## config.mk

```make
export PLATFORM = sky130hd
export DESIGN_NAME = zx_matrix_scanner
export DESIGN_NICKNAME = d
export VERILOG_FILES = /design/src/rtl/zx_kbd_pkg.sv /design/src/rtl/kbd_event_fifo.sv /design/src/rtl/zx_matrix_scanner.sv
export SDC_FILE = /design/constraint.sdc
export NUM_CORES = 1
export LEC_CHECK = 0
export ABC_AREA = 1
export CELL_PAD_IN_SITES_DETAIL_PLACEMENT = 1
export CELL_PAD_IN_SITES_GLOBAL_PLACEMENT = 2
export CORE_UTILIZATION = 23
export DETAILED_ROUTE_END_ITERATION = 8
export GPL_ROUTABILITY_DRIVEN = 0
export PLACE_DENSITY = 0.66
export SETUP_SLACK_MARGIN = 0.4
export SLEW_MARGIN = 20
export SYNTH_ARGS = -nofsm -noshare
export SYNTH_HDL_FRONTEND = slang
export SYNTH_SLANG_ARGS = --single-unit
```

## constraint.sdc

```tcl
create_clock -name clk_sys -period 5.95 [get_ports clk_sys]
set_clock_uncertainty 0.15 [all_clocks]
set_input_delay 0.595 -clock clk_sys [delete_from_list [all_inputs] [get_ports clk_sys]]
set_output_delay 0.595 -clock clk_sys [all_outputs]
set_load 0.01 [all_outputs]
```

## src/rtl/zx_kbd_pkg.sv

```systemverilog
// Shared types and constants for the ZX Spectrum keyboard matrix scanner.
// Key index is row*5+col; KEY_CODE maps it to the PS/2 set-2 scancode.
package zx_kbd_pkg;

    localparam int ROWS  = 8;
    localparam int COLS  = 5;
    localparam int NKEYS = 40;

    typedef struct packed {
        logic       pressed;
        logic [5:0] idx;
    } kbd_event_t;

    typedef enum logic [1:0] {
        ST_IDLE = 2'd0,
        ST_EMIT = 2'd1,
        ST_GAP  = 2'd2
    } emit_state_e;

    localparam logic [7:0] KEY_CODE [NKEYS] = '{
        8'h12, 8'h1A, 8'h22, 8'h21, 8'h2A,
        8'h1C, 8'h1B, 8'h23, 8'h2B, 8'h34,
        8'h15, 8'h1D, 8'h24, 8'h2D, 8'h2C,
        8'h16, 8'h1E, 8'h26, 8'h25, 8'h2E,
        8'h45, 8'h46, 8'h3E, 8'h3D, 8'h36,
        8'h4D, 8'h44, 8'h43, 8'h3C, 8'h35,
        8'h5A, 8'h4B, 8'h42, 8'h3B, 8'h33,
        8'h29, 8'h14, 8'h3A, 8'h31, 8'h32
    };

    function automatic logic [10:0] ps2_word(input logic toggle, input kbd_event_t ev);
        return {toggle, ev.pressed, 1'b0, KEY_CODE[ev.idx]};
    endfunction

endpackage

```

## src/rtl/kbd_event_fifo.sv

```systemverilog
// Circular event queue; a push into a full queue is accepted when a pop
// happens in the same cycle, so a drain never stalls the scanner needlessly.
module kbd_event_fifo
    import zx_kbd_pkg::*;
#(
    parameter int FIFO_DEPTH = 8
) (
    input  logic       clk,
    input  logic       rst_n,
    input  logic       push,
    input  kbd_event_t wr_data,
    input  logic       pop,
    output kbd_event_t rd_data,
    output logic       full,
    output logic       empty
);
    localparam int AW = $clog2(FIFO_DEPTH);
    localparam int CW = AW + 1;

    kbd_event_t    mem_q [FIFO_DEPTH];
    kbd_event_t    mem_d [FIFO_DEPTH];
    logic [AW-1:0] wr_ptr_q, wr_ptr_d;
    logic [AW-1:0] rd_ptr_q, rd_ptr_d;
    logic [CW-1:0] count_q, count_d;
    logic          do_push_s, do_pop_s;

    assign full    = (count_q == CW'(FIFO_DEPTH));
    assign empty   = (count_q == '0);
    assign rd_data = mem_q[rd_ptr_q];

    // Next-state for storage, pointers and occupancy
    always_comb begin
        mem_d     = mem_q;
        do_pop_s  = pop & ~empty;
        do_push_s = push & (~full | do_pop_s);
        if (do_push_s) begin
            mem_d[wr_ptr_q] = wr_data;
            wr_ptr_d        = wr_ptr_q + AW'(1);
        end else begin
            wr_ptr_d = wr_ptr_q;
        end
        if (do_pop_s) begin
            rd_ptr_d = rd_ptr_q + AW'(1);
        end else begin
            rd_ptr_d = rd_ptr_q;
        end
        case ({do_push_s, do_pop_s})
            2'b10:   count_d = count_q + CW'(1);
            2'b01:   count_d = count_q - CW'(1);
            default: count_d = count_q;
        endcase
    end

    // Queue state registers
    always_ff @(posedge clk or negedge rst_n) begin
        if (!rst_n) begin
            mem_q    <= '{default: '0};
            wr_ptr_q <= '0;
            rd_ptr_q <= '0;
            count_q  <= '0;
        end else begin
            mem_q    <= mem_d;
            wr_ptr_q <= wr_ptr_d;
            rd_ptr_q <= rd_ptr_d;
            count_q  <= count_d;
        end
    end

endmodule

```

## src/rtl/zx_matrix_scanner.sv

```systemverilog
// Scans an 8x5 Spectrum key matrix, debounces each key and emits paced
// make/break events on the 11-bit ps2_key bus.
module zx_matrix_scanner
    import zx_kbd_pkg::*;
#(
    parameter int SCAN_DIV   = 3500,
    parameter int DEBOUNCE   = 3,
    parameter int MIN_GAP    = 64,
    parameter int FIFO_DEPTH = 8
) (
    input  logic        clk_sys,
    input  logic        reset_n,
    output logic [7:0]  row_n,
    input  logic [4:0]  col_n,
    output logic [10:0] ps2_key,
    output logic [39:0] key_state
);
    localparam int DW = $clog2(SCAN_DIV);
    localparam int GW = $clog2(MIN_GAP + 1);
    localparam int RW = $clog2(ROWS);

    logic [4:0]       col_meta_q, col_sync_q, col_lat_q, col_lat_d;
    logic [DW-1:0]    dwell_q, dwell_d;
    logic [RW-1:0]    row_q, row_d;
    logic [7:0]       row_n_q, row_n_d;
    logic [NKEYS-1:0] key_state_q, key_state_d;
    logic [2:0]       cnt_q [NKEYS];
    logic [2:0]       cnt_d [NKEYS];
    emit_state_e      state_q, state_d;
    logic [GW-1:0]    gap_q, gap_d;
    logic [10:0]      ps2_q, ps2_d;

    logic             eval_en_s, pressed_s, push_s, pop_s, fifo_ready_s;
    logic             fifo_full_s, fifo_empty_s;
    logic [2:0]       eval_col_s;
    logic [5:0]       key_idx_s;
    kbd_event_t       push_ev_s, pop_ev_s;

    assign row_n     = row_n_q;
    assign ps2_key   = ps2_q;
    assign key_state = key_state_q;

    // The five cycles after the column latch evaluate columns 0..4 in turn
    assign eval_en_s    = (dwell_q >= DW'(SCAN_DIV - 5));
    assign eval_col_s   = 3'(dwell_q - DW'(SCAN_DIV - 5));
    assign key_idx_s    = 6'(row_q) * 6'(COLS) + 6'(eval_col_s);
    assign pressed_s    = ~col_lat_q[eval_col_s];
    assign fifo_ready_s = ~fifo_full_s | pop_s;

    // Row dwell timing, column latch and row advance
    always_comb begin
        dwell_d   = dwell_q + DW'(1);
        row_d     = row_q;
        row_n_d   = row_n_q;
        col_lat_d = col_lat_q;
        if (dwell_q == DW'(SCAN_DIV - 6)) begin
            col_lat_d = col_sync_q;
        end else begin
            col_lat_d = col_lat_q;
        end
        if (dwell_q == DW'(SCAN_DIV - 1)) begin
            dwell_d = '0;
            row_d   = row_q + RW'(1);
            row_n_d = {row_n_q[6:0], row_n_q[7]};
        end else begin
            row_d = row_q;
        end
    end

    // Per-key debounce; a change blocked by a full queue keeps its count and retries next scan
    always_comb begin
        cnt_d             = cnt_q;
        key_state_d       = key_state_q;
        push_s            = 1'b0;
        push_ev_s.pressed = pressed_s;
        push_ev_s.idx     = key_idx_s;
        if (eval_en_s) begin
            if (pressed_s == key_state_q[key_idx_s]) begin
                cnt_d[key_idx_s] = '0;
            end else if (cnt_q[key_idx_s] < 3'(DEBOUNCE - 1)) begin
                cnt_d[key_idx_s] = cnt_q[key_idx_s] + 3'd1;
            end else if (fifo_ready_s) begin
                push_s                 = 1'b1;
                key_state_d[key_idx_s] = pressed_s;
                cnt_d[key_idx_s]       = '0;
            end else begin
                cnt_d[key_idx_s] = cnt_q[key_idx_s];
            end
        end else begin
            push_s = 1'b0;
        end
    end

    // Emitter: one-cycle pop/update, then a MIN_GAP cooldown
    always_comb begin
        state_d = state_q;
        gap_d   = gap_q;
        ps2_d   = ps2_q;
        pop_s   = 1'b0;
        case (state_q)
            ST_IDLE: begin
                if (!fifo_empty_s) begin
                    state_d = ST_EMIT;
                end else begin
                    state_d = ST_IDLE;
                end
            end
            ST_EMIT: begin
                pop_s   = 1'b1;
                ps2_d   = ps2_word(~ps2_q[10], pop_ev_s);
                gap_d   = '0;
                state_d = ST_GAP;
            end
            ST_GAP: begin
                if (gap_q == GW'(MIN_GAP - 1)) begin
                    state_d = ST_IDLE;
                end else begin
                    gap_d = gap_q + GW'(1);
                end
            end
            default: state_d = ST_IDLE;
        endcase
    end

    // State registers; columns pass through a 2-FF synchroniser first
    always_ff @(posedge clk_sys or negedge reset_n) begin
        if (!reset_n) begin
            col_meta_q  <= 5'h1F;
            col_sync_q  <= 5'h1F;
            col_lat_q   <= 5'h1F;
            dwell_q     <= '0;
            row_q       <= '0;
            row_n_q     <= 8'hFE;
            key_state_q <= '0;
            cnt_q       <= '{default: '0};
            state_q     <= ST_IDLE;
            gap_q       <= '0;
            ps2_q       <= 11'h000;
        end else begin
            col_meta_q  <= col_n;
            col_sync_q  <= col_meta_q;
            col_lat_q   <= col_lat_d;
            dwell_q     <= dwell_d;
            row_q       <= row_d;
            row_n_q     <= row_n_d;
            key_state_q <= key_state_d;
            cnt_q       <= cnt_d;
            state_q     <= state_d;
            gap_q       <= gap_d;
            ps2_q       <= ps2_d;
        end
    end

    kbd_event_fifo #(
        .FIFO_DEPTH(FIFO_DEPTH)
    ) u_fifo (
        .clk    (clk_sys),
        .rst_n  (reset_n),
        .push   (push_s),
        .wr_data(push_ev_s),
        .pop    (pop_s),
        .rd_data(pop_ev_s),
        .full   (fifo_full_s),
        .empty  (fifo_empty_s)
    );

endmodule
```

==> summary.md, run 1 <==
| Metric | Value |
|---|---|
| Post-layout nets | approximately 2,200 |
| Vias | ~14,000 |
| Setup crit end kind | flip-flop |
| Setup Viol. Count Final | 0 |
| CP startpoint kind | flip-flop |
| Drt pass-1 iters | 5 |
| Sequential area share after synthesis | around 46% |
| Initial Util | a little under a quarter |
| Largest net degree at the start of global routing | 127 |
| Antenna-violating nets left | 0 |
| Placed cells | approximately 3,000 |
| WL/cell | 19.9 um |
| Total CTS buffers | 36 |
| Gate power share | 1.1% |
| Antenna fix cells | 0 |
| Syn Std Cell Area | around 0.015 mm2 |
| Yosys cell types | 43 |
| Clk root buf | clkbuf_16 |
| Final wirelength | roughly 60,000 um |
| Buffers added on ports | 63 |
| First-pass GRT wire length | 94,300 um |
| CP Max Fanout | 11 |
| Cell row count | 94 |
| Max-Cap Viols | 0 |
| Net Sw Frac | 22.2% |
| Share of post-route cells with drive strength above 1 | 7.88% |
| Ports | 66 |
| Area Growth Syn to Fin | 18.9% |
| CTS tree | built |
| Syn avg cell area | approximately 7.3 um2 |
| Peak VDD IR | 156 uV |
| Post-route minimum period | 5210 ps |
| Die H | ~260 um |
| Hold Crit Class | flip-flop to flip-flop |
| Vias in the first global route | 15,200 |
| Yosys reg bits | 282 |
| Max Slew Vio Count | 0 |
| Hpwl dp | 41,800 um |
| CP Data Arrival Time | 5540 ps |
| Status | complete, no violations |
| Synth Flop Type | dfrtp_1 |
| Max clock buf depth | 3 |
| Yosys warning total | 0 |
| Mapped Cells | about 2,100 |
| CP required | around 6300 ps |
| Full die area | 0.0677 mm2 |
| Vias per std cell | 4.78 |
| Setup TNS | 0 ps |
| Crit Path Class | flip-flop to flip-flop |
| # H-tree levels | 2 |
| Total track usage | a little under a fifth |
| Fin crit share | 87.6% |
| Internal Power | about 3.3 mW |
| Core area | 0.0659 mm2 |
| P_sw | between 0.9 and 1 mW |
| Reg power frac | a little under half |
| Slew HR | a little over a third |
| RSZ-0062 raised after global routing | no |
| Max stage delay on crit path | 720 ps |
| Initial antenna violation count | 0 |
| 1st-iter DRT viols | 905 |
| Layout Cells excl Fill | about 3,000 |
| Fillers | ~8,000 |
| Fmax | ~190 MHz |
| Part of the power in the clock network | about 53% |
| Slew of the pin with the lowest slew margin | around 960 ps |
| DR DRC count | 0 |
| Die width | ~260 um |
| GR Overflow Total | 0 |
| CP max-delay cell | fa_2 |
| Clock slew seen by the registers of the worst setup and hold paths | 60 ps |
| Endpoints failing hold | 0 |
| Clk sink count | approximately 280 |
| P_leak | between 8 and 9 nW |
| Number of synthesized flops with an enable pin | 0 |
| Worst-Skew Late Latency | around 560 ps |
| Share of flip-flops with an asynchronous set or reset | 100% |
| Power density over cell area | 231 mW/mm2 |
==> cell families (layout without fill, tap and decap cells) <==
logic type	Yosys count	after routing	synth area share [%]
buf+inv	275	346	7.29
compound gates	226	226	8.07
flops	282	282	46.2
mux	5	5	0.367
xor+xnor	18	18	1.03
fa+ha+maj	28	28	2.33
simple gates	1262	1262	34.7
other cells	1	2	0.0244
==> cell usage after synthesis, types with 5 or more instances <==
library cell  count  area [um2]
inv_2             5        18.8
nand3_1         159         796
nor3_1           11        55.1
mux2_2            5        56.3
xor2_1           12         105
o22ai_1          21         131
o21ai_0          97         485
nor2_1          207         777
clkinv_1          8        30.0
buf_2            39         195
ha_1             27         338
nand3_2          10         100
nor2_2            5        31.3
o21ai_1          40         200
buf_4            10        75.1
o211ai_1         14         105
nand4_1          97         607
inv_1           159         597
xnor2_1           6        52.6
nand2_1         755        2830
clkbuf_1         44         165
dfrtp_1         260        6510
a21oi_1          39         195
buf_1            10        37.5
dfstp_2          22         578
==> routing by layer <==
layer / wire length [um] / up-vias / GRT usage, %
met5: 0 / - / 0
met4: 1600 / 0 / 5.43
met3: 1570 / 82 / 2.23
met2: 29900 / 203 / 31.5
met1: 27400 / 7307 / 23.3
li1: - / 6895 / -
==> power by group through the flow <==
stage	Combinational [mW]	Clock, mW	Sequential (mW)
after CTS	0.0506	2.30	1.93
after global routing	0.0550	2.36	1.93
after global placement	0.0499	0	1.96
after floorplan	0.00156	0	1.96
final	0.0468	2.24	1.93
after detailed placement	0.0501	0	1.96
==> sequential cells by signal, indices dropped and copies added (netlist names) <==
register / cells
u_fifo.wr_ptr_q: 3
dwell_q: 12
u_fifo.count_q: 4
u_fifo.mem_q: 56
ps2_key: 9
col_sync_q: 5
col_lat_q: 5
state_q: 2
row_n: 8
gap_q: 7
key_state: 40
u_fifo.rd_ptr_q: 3
row_q: 3
cnt_q: 120
col_meta_q: 5
==> cell usage in the layout, fill, tap and decap left out, drive strengths merged, types with 5 or more instances in the layout <==
cell,n
buf,47
dfstp,22
nor2,214
nand4,97
o22ai,21
mux2,5
clkinv,13
nand3,169
or2,5
nor3,11
clkbuf,56
o211ai,14
dfrtp,260
ha,27
o21ai,138
nand2,759
xnor2,6
inv,165
xor2,12
clkdlybuf4s50,62
a21oi,39
==> layout make-up <==
class | count | area, um2 | share of cell area (%)
tap | 864 | 1080 | 5.93
clock buffer | 56 | 1090 | 5.96
sequential | 282 | 7090 | 38.8
timing repair buffer | 110 | 1060 | 5.80
inverter | 172 | 647 | 3.55
clock inverter | 8 | 101 | 0.556
multi-input combinational | 1541 | 7180 | 39.4
==> worst max-delay path, delay by kind of cell, from the launching register on <==
family	cells	cell delay (ps)
fa+ha+maj	6	1920
simple gates	13	1860
buf+inv	4	580
flops	1	440
compound gates	2	200
==> final timing paths <==
| check | startpoint | slack (ps) | cells past startpoint | endpoint |
|---|---|---|---|---|
| setup / recovery | dwell_q[0]$_DFF_PN0_ | 740 | 25 | u_fifo.count_q[2]$_DFFE_PN0P_ |
| hold / removal | col_meta_q[4]$_DFF_PN1_ | 210 | 0 | col_sync_q[4]$_DFF_PN1_ |
| setup reg to reg | dwell_q[0]$_DFF_PN0_ | 740 | 25 | u_fifo.count_q[2]$_DFFE_PN0P_ |
| hold reg to reg | col_meta_q[4]$_DFF_PN1_ | 210 | 0 | col_sync_q[4]$_DFF_PN1_ |
| max in group asynchronous | reset_n | 3680 | 3 | ps2_key[5]$_DFFE_PN0P_ |
| min in group asynchronous | reset_n | 490 | 2 | key_state[33]$_DFFE_PN0P_ |
==> timing repair <==
action / in CTS / in global routing
pin swaps: 0 / 1
hold buffers: 1 / 0
hold endpoints to repair: 28 / 0
endpoints found under the setup margin: 1 / 3
gates resized for setup: 1 / 8
buffers inserted: 0 / 2
==> per-stage QoR <==
stage	hold WS, ps	utilization [%]	area [um2]	setup WS [ps]	power (mW)
finish	211	27.7	18200	737	4.21
global route	214	27.7	18200	418	4.34
CTS	213	27.6	18200	439	4.28
detailed placement	205	25.8	17000	306	2.01
global placement	200	25.8	17000	564	2.01
floorplan	149	-	15300	1300	1.96
(Power assumes the default switching activity.)
==> inputs of run 2 (changes only) <==
Settings changed: ABC_AREA 1 to default, CORE_ASPECT_RATIO from default to 1.2, PLACE_DENSITY 0.66 to 0.6, SETUP_SLACK_MARGIN 0.4 to default.
==> run 2 against run 1 <==
Synthesized cell count is 36% lower; register-to-register slack lost 460 ps; die area down 5.9%; global-route usage shrank 3.5 points; synthesized area decreased by 5.9%; count of clock-buffer cells in the layout is 5 lower; final cell count shrank 26%; via count fell by 27%.
==> summary.md, run 2 <==
| Metric | Value |
|---|---|
| Status | complete, no violations |
| Cell row count | 100 |
| Worst Hold Slack | 206 ps |
| Share of flip-flops with an asynchronous set or reset | between 90% and 100% |
| Hpwl dp | between 30,000 and 40,000 um |
| Gate power share | ~1% |
| Area Growth Syn to Fin | 21.7% |
| Fmax | ~180 MHz |
| CP bufs+invs | 4 |
| Slew of the pin with the lowest slew margin | around 1000 ps |
| Part of the power in the clock network | between 50% and 60% |
| # H-tree levels | 2 |
| Hold path depth | 0 |
| First-pass GRT wire length | roughly 70,000 um |
| Yosys reg bits | 282 |
| CP startpoint kind | flip-flop |
| Most frequent cell after synthesis | dfrtp_1 |
| Vias in the first global route | between 10,000 and 15,000 |
| 1st-iter DRT viols | just under 500 |
| Peak VDD IR | roughly 150 uV |
| Largest area contributor in the netlist | dfrtp_1 |
| Clk root buf | clkbuf_16 |
| CP Data Arrival Time | about 5900 ps |
| CTS tree | built |
| Post-layout nets | around 1,500 |
| Reg with most FFs | cnt_q |
| Most frequent cells in the layout | dfrtp_1, nand2_1, o21ai_0 |
| Initial antenna violation count | 1 |
| Syn Std Cell Area | 0.0144 mm2 |
| CP Max Fanout | 49 |
| Worst-Skew Late Latency | ~550 ps |
| Worst-path cell chain | inv_1 -> ha_1 -> inv_1 -> ha_1 -> ha_2 -> fa_4 -> buf_6 -> o221ai_2 -> a221oi_2 -> o32ai_4 -> or4_4 -> a22oi_4 -> buf_4 -> and4b_1 -> mux2_2 |
| Commonest non-fill, non-tap cell in the layout | dfrtp_1 |
| Critical Path Source | dwell_q[0]$_DFF_PN0_ |
| Sequential area share after synthesis | 49.1% |
| Setup TNS | 0 ps |
| P_leak | between 7 and 8 nW |
| Clock slew seen by the registers of the worst setup and hold paths | approximately 60 ps |
| Fillers | about 7,000 |
| Antenna-violating nets left | 0 |
| Buffers added on ports | between 60 and 70 |
| Mapped Cells | roughly 1,300 |
| Slew HR | 33.1% |
| Power density over cell area | 251 mW/mm2 |
| Full die area | 0.0638 mm2 |
| Hold_sp | col_meta_q[3]$_DFF_PN1_ |
| RR Startpoint | dwell_q[0]$_DFF_PN0_ |
| Ports | 66 |
| Syn avg cell area | about 11 um2 |
| Setup crit end kind | flip-flop |
| Synth area leaders | dfrtp_1, nand2_1, o21ai_0 |
| Total CTS buffers | 36 |
| Largest net degree at the start of global routing | ~130 |
| Vias | around 11,000 |
| Yosys cell types | approximately 70 |
| Endpoints failing hold | 0 |
| Die width | ~230 um |
| Initial Util | between 20% and 30% |
| Area fraction of the dominant cell type after synthesis | between 40% and 50% |
| Synth Flop Type | dfrtp_1 |
| Final wirelength | roughly 46,000 um |
| Internal Power | ~3.5 mW |
| Crit Path Class | flip-flop to flip-flop |
| Fin crit share | 95.4% |
| DR DRC count | 0 |
| Antenna fix cells | 0 |
| Vias per std cell | between 4 and 5 |
| Drt pass-1 iters | 4 |
| WL/cell | about 20 um |
| GR Overflow Total | 0 |
| Post-route minimum period | 5670 ps |
| Max stage delay on crit path | 950 ps |
| Critical path depth | 15 |
| Net Sw Frac | 21.1% |
| Hold Crit Class | flip-flop to flip-flop |
| Reg power frac | a little over two fifths |
| Core area | around 0.062 mm2 |
| Clk sink count | between 200 and 300 |
| Family with the most delay on the worst path | adder cells |
| R2R depth | 15 |
| CP required | 6210 ps |
| P_sw | 0.930 mW |
| CP max-delay cell | fa_4 |
| Total track usage | between 10% and 20% |
| Setup Viol. Count Final | 0 |
| Yosys warning total | 0 |
| Top post-synthesis cells by count | dfrtp_1, nand2_1, o21ai_0 |
| Finished Core Util | ~28% |
| Share of post-route cells with drive strength above 1 | between 20% and 30% |
| Die H | approximately 280 um |
| Max reg flops | 120 |
| Max Slew Vio Count | 0 |
| Max-Cap Viols | 0 |
| Max clock buf depth | 3 |
| Number of synthesized flops with an enable pin | 0 |
## run 2: layer usage
metal / vias up / wire (um) / GRT usage, %
li1: 4960 / - / -
met1: 5373 / 19500 / 18.1
met2: 148 / 23800 / 25.9
met3: 64 / 1360 / 1.90
met4: 0 / 1330 / 4.89
met5: - / 0 / 0
## run 2: cell families (layout without fill, tap and decap cells)
group,after synthesis,in the layout,share of synthesized area [%]
AND/OR/NAND/NOR,446,446,14.3
flip-flops,282,282,49.1
AO/OA/AOI/OAI,263,263,11.1
multiplexers,185,185,17.2
buffers and inverters,113,202,3.87
XOR/XNOR,31,31,1.93
adder cells (fa/ha/maj),28,28,2.48
other,1,2,0.0260
## run 2: cell type report
class	count	area (um2)	area share, %
sequential	282	7090	40.3
clock buffer	51	1130	6.45
inverter	20	78.8	0.449
multi-input combinational	955	6910	39.3
timing repair buffer	120	1140	6.49
clock inverter	11	198	1.13
tap	816	1020	5.81
## run 2: what timing repair did
action | in CTS | in global routing
resized for setup | 0 | 15
buffers inserted | 0 | 5
hold endpoints to repair | 75 | 0
hold buffers | 1 | 0
setup endpoints to repair | 0 | 56
## run 2: per-stage QoR
step | cells | power [mW] | setup slack [ps] | area, um2
floorplan | 1350 | 1.96 | 735 | 14400
global placement | 2187 | 2.01 | 63.3 | 16100
detailed placement | 2187 | 2.01 | 48.4 | 16100
CTS | 2250 | 4.48 | 10.2 | 17500
global route | 2255 | 4.56 | -6.20 | 17600
finish | 2255 | 4.40 | 276 | 17600
## run 2: power by group through the flow
stage | registers [mW] | clock network (mW) | logic, mW
2_1_floorplan | 1.96 | 0 | 0.00155
3_3_place_gp | 1.96 | 0 | 0.0483
3_5_place_dp | 1.96 | 0 | 0.0492
4_1_cts | 1.93 | 2.51 | 0.0501
5_1_grt | 1.92 | 2.58 | 0.0544
6_report | 1.93 | 2.43 | 0.0458
## run 2: final timing paths
kind	slack, ps	end
worst max-delay path	280	u_fifo.mem_q[41]$_DFFE_PN0P_
worst min-delay path	210	col_sync_q[3]$_DFF_PN1_
worst max register to register	280	u_fifo.mem_q[41]$_DFFE_PN0P_
worst min register to register	210	col_sync_q[3]$_DFF_PN1_
max in group asynchronous	3670	cnt_q[45]$_DFFE_PN0P_
min in group asynchronous	490	dwell_q[8]$_DFF_PN0_
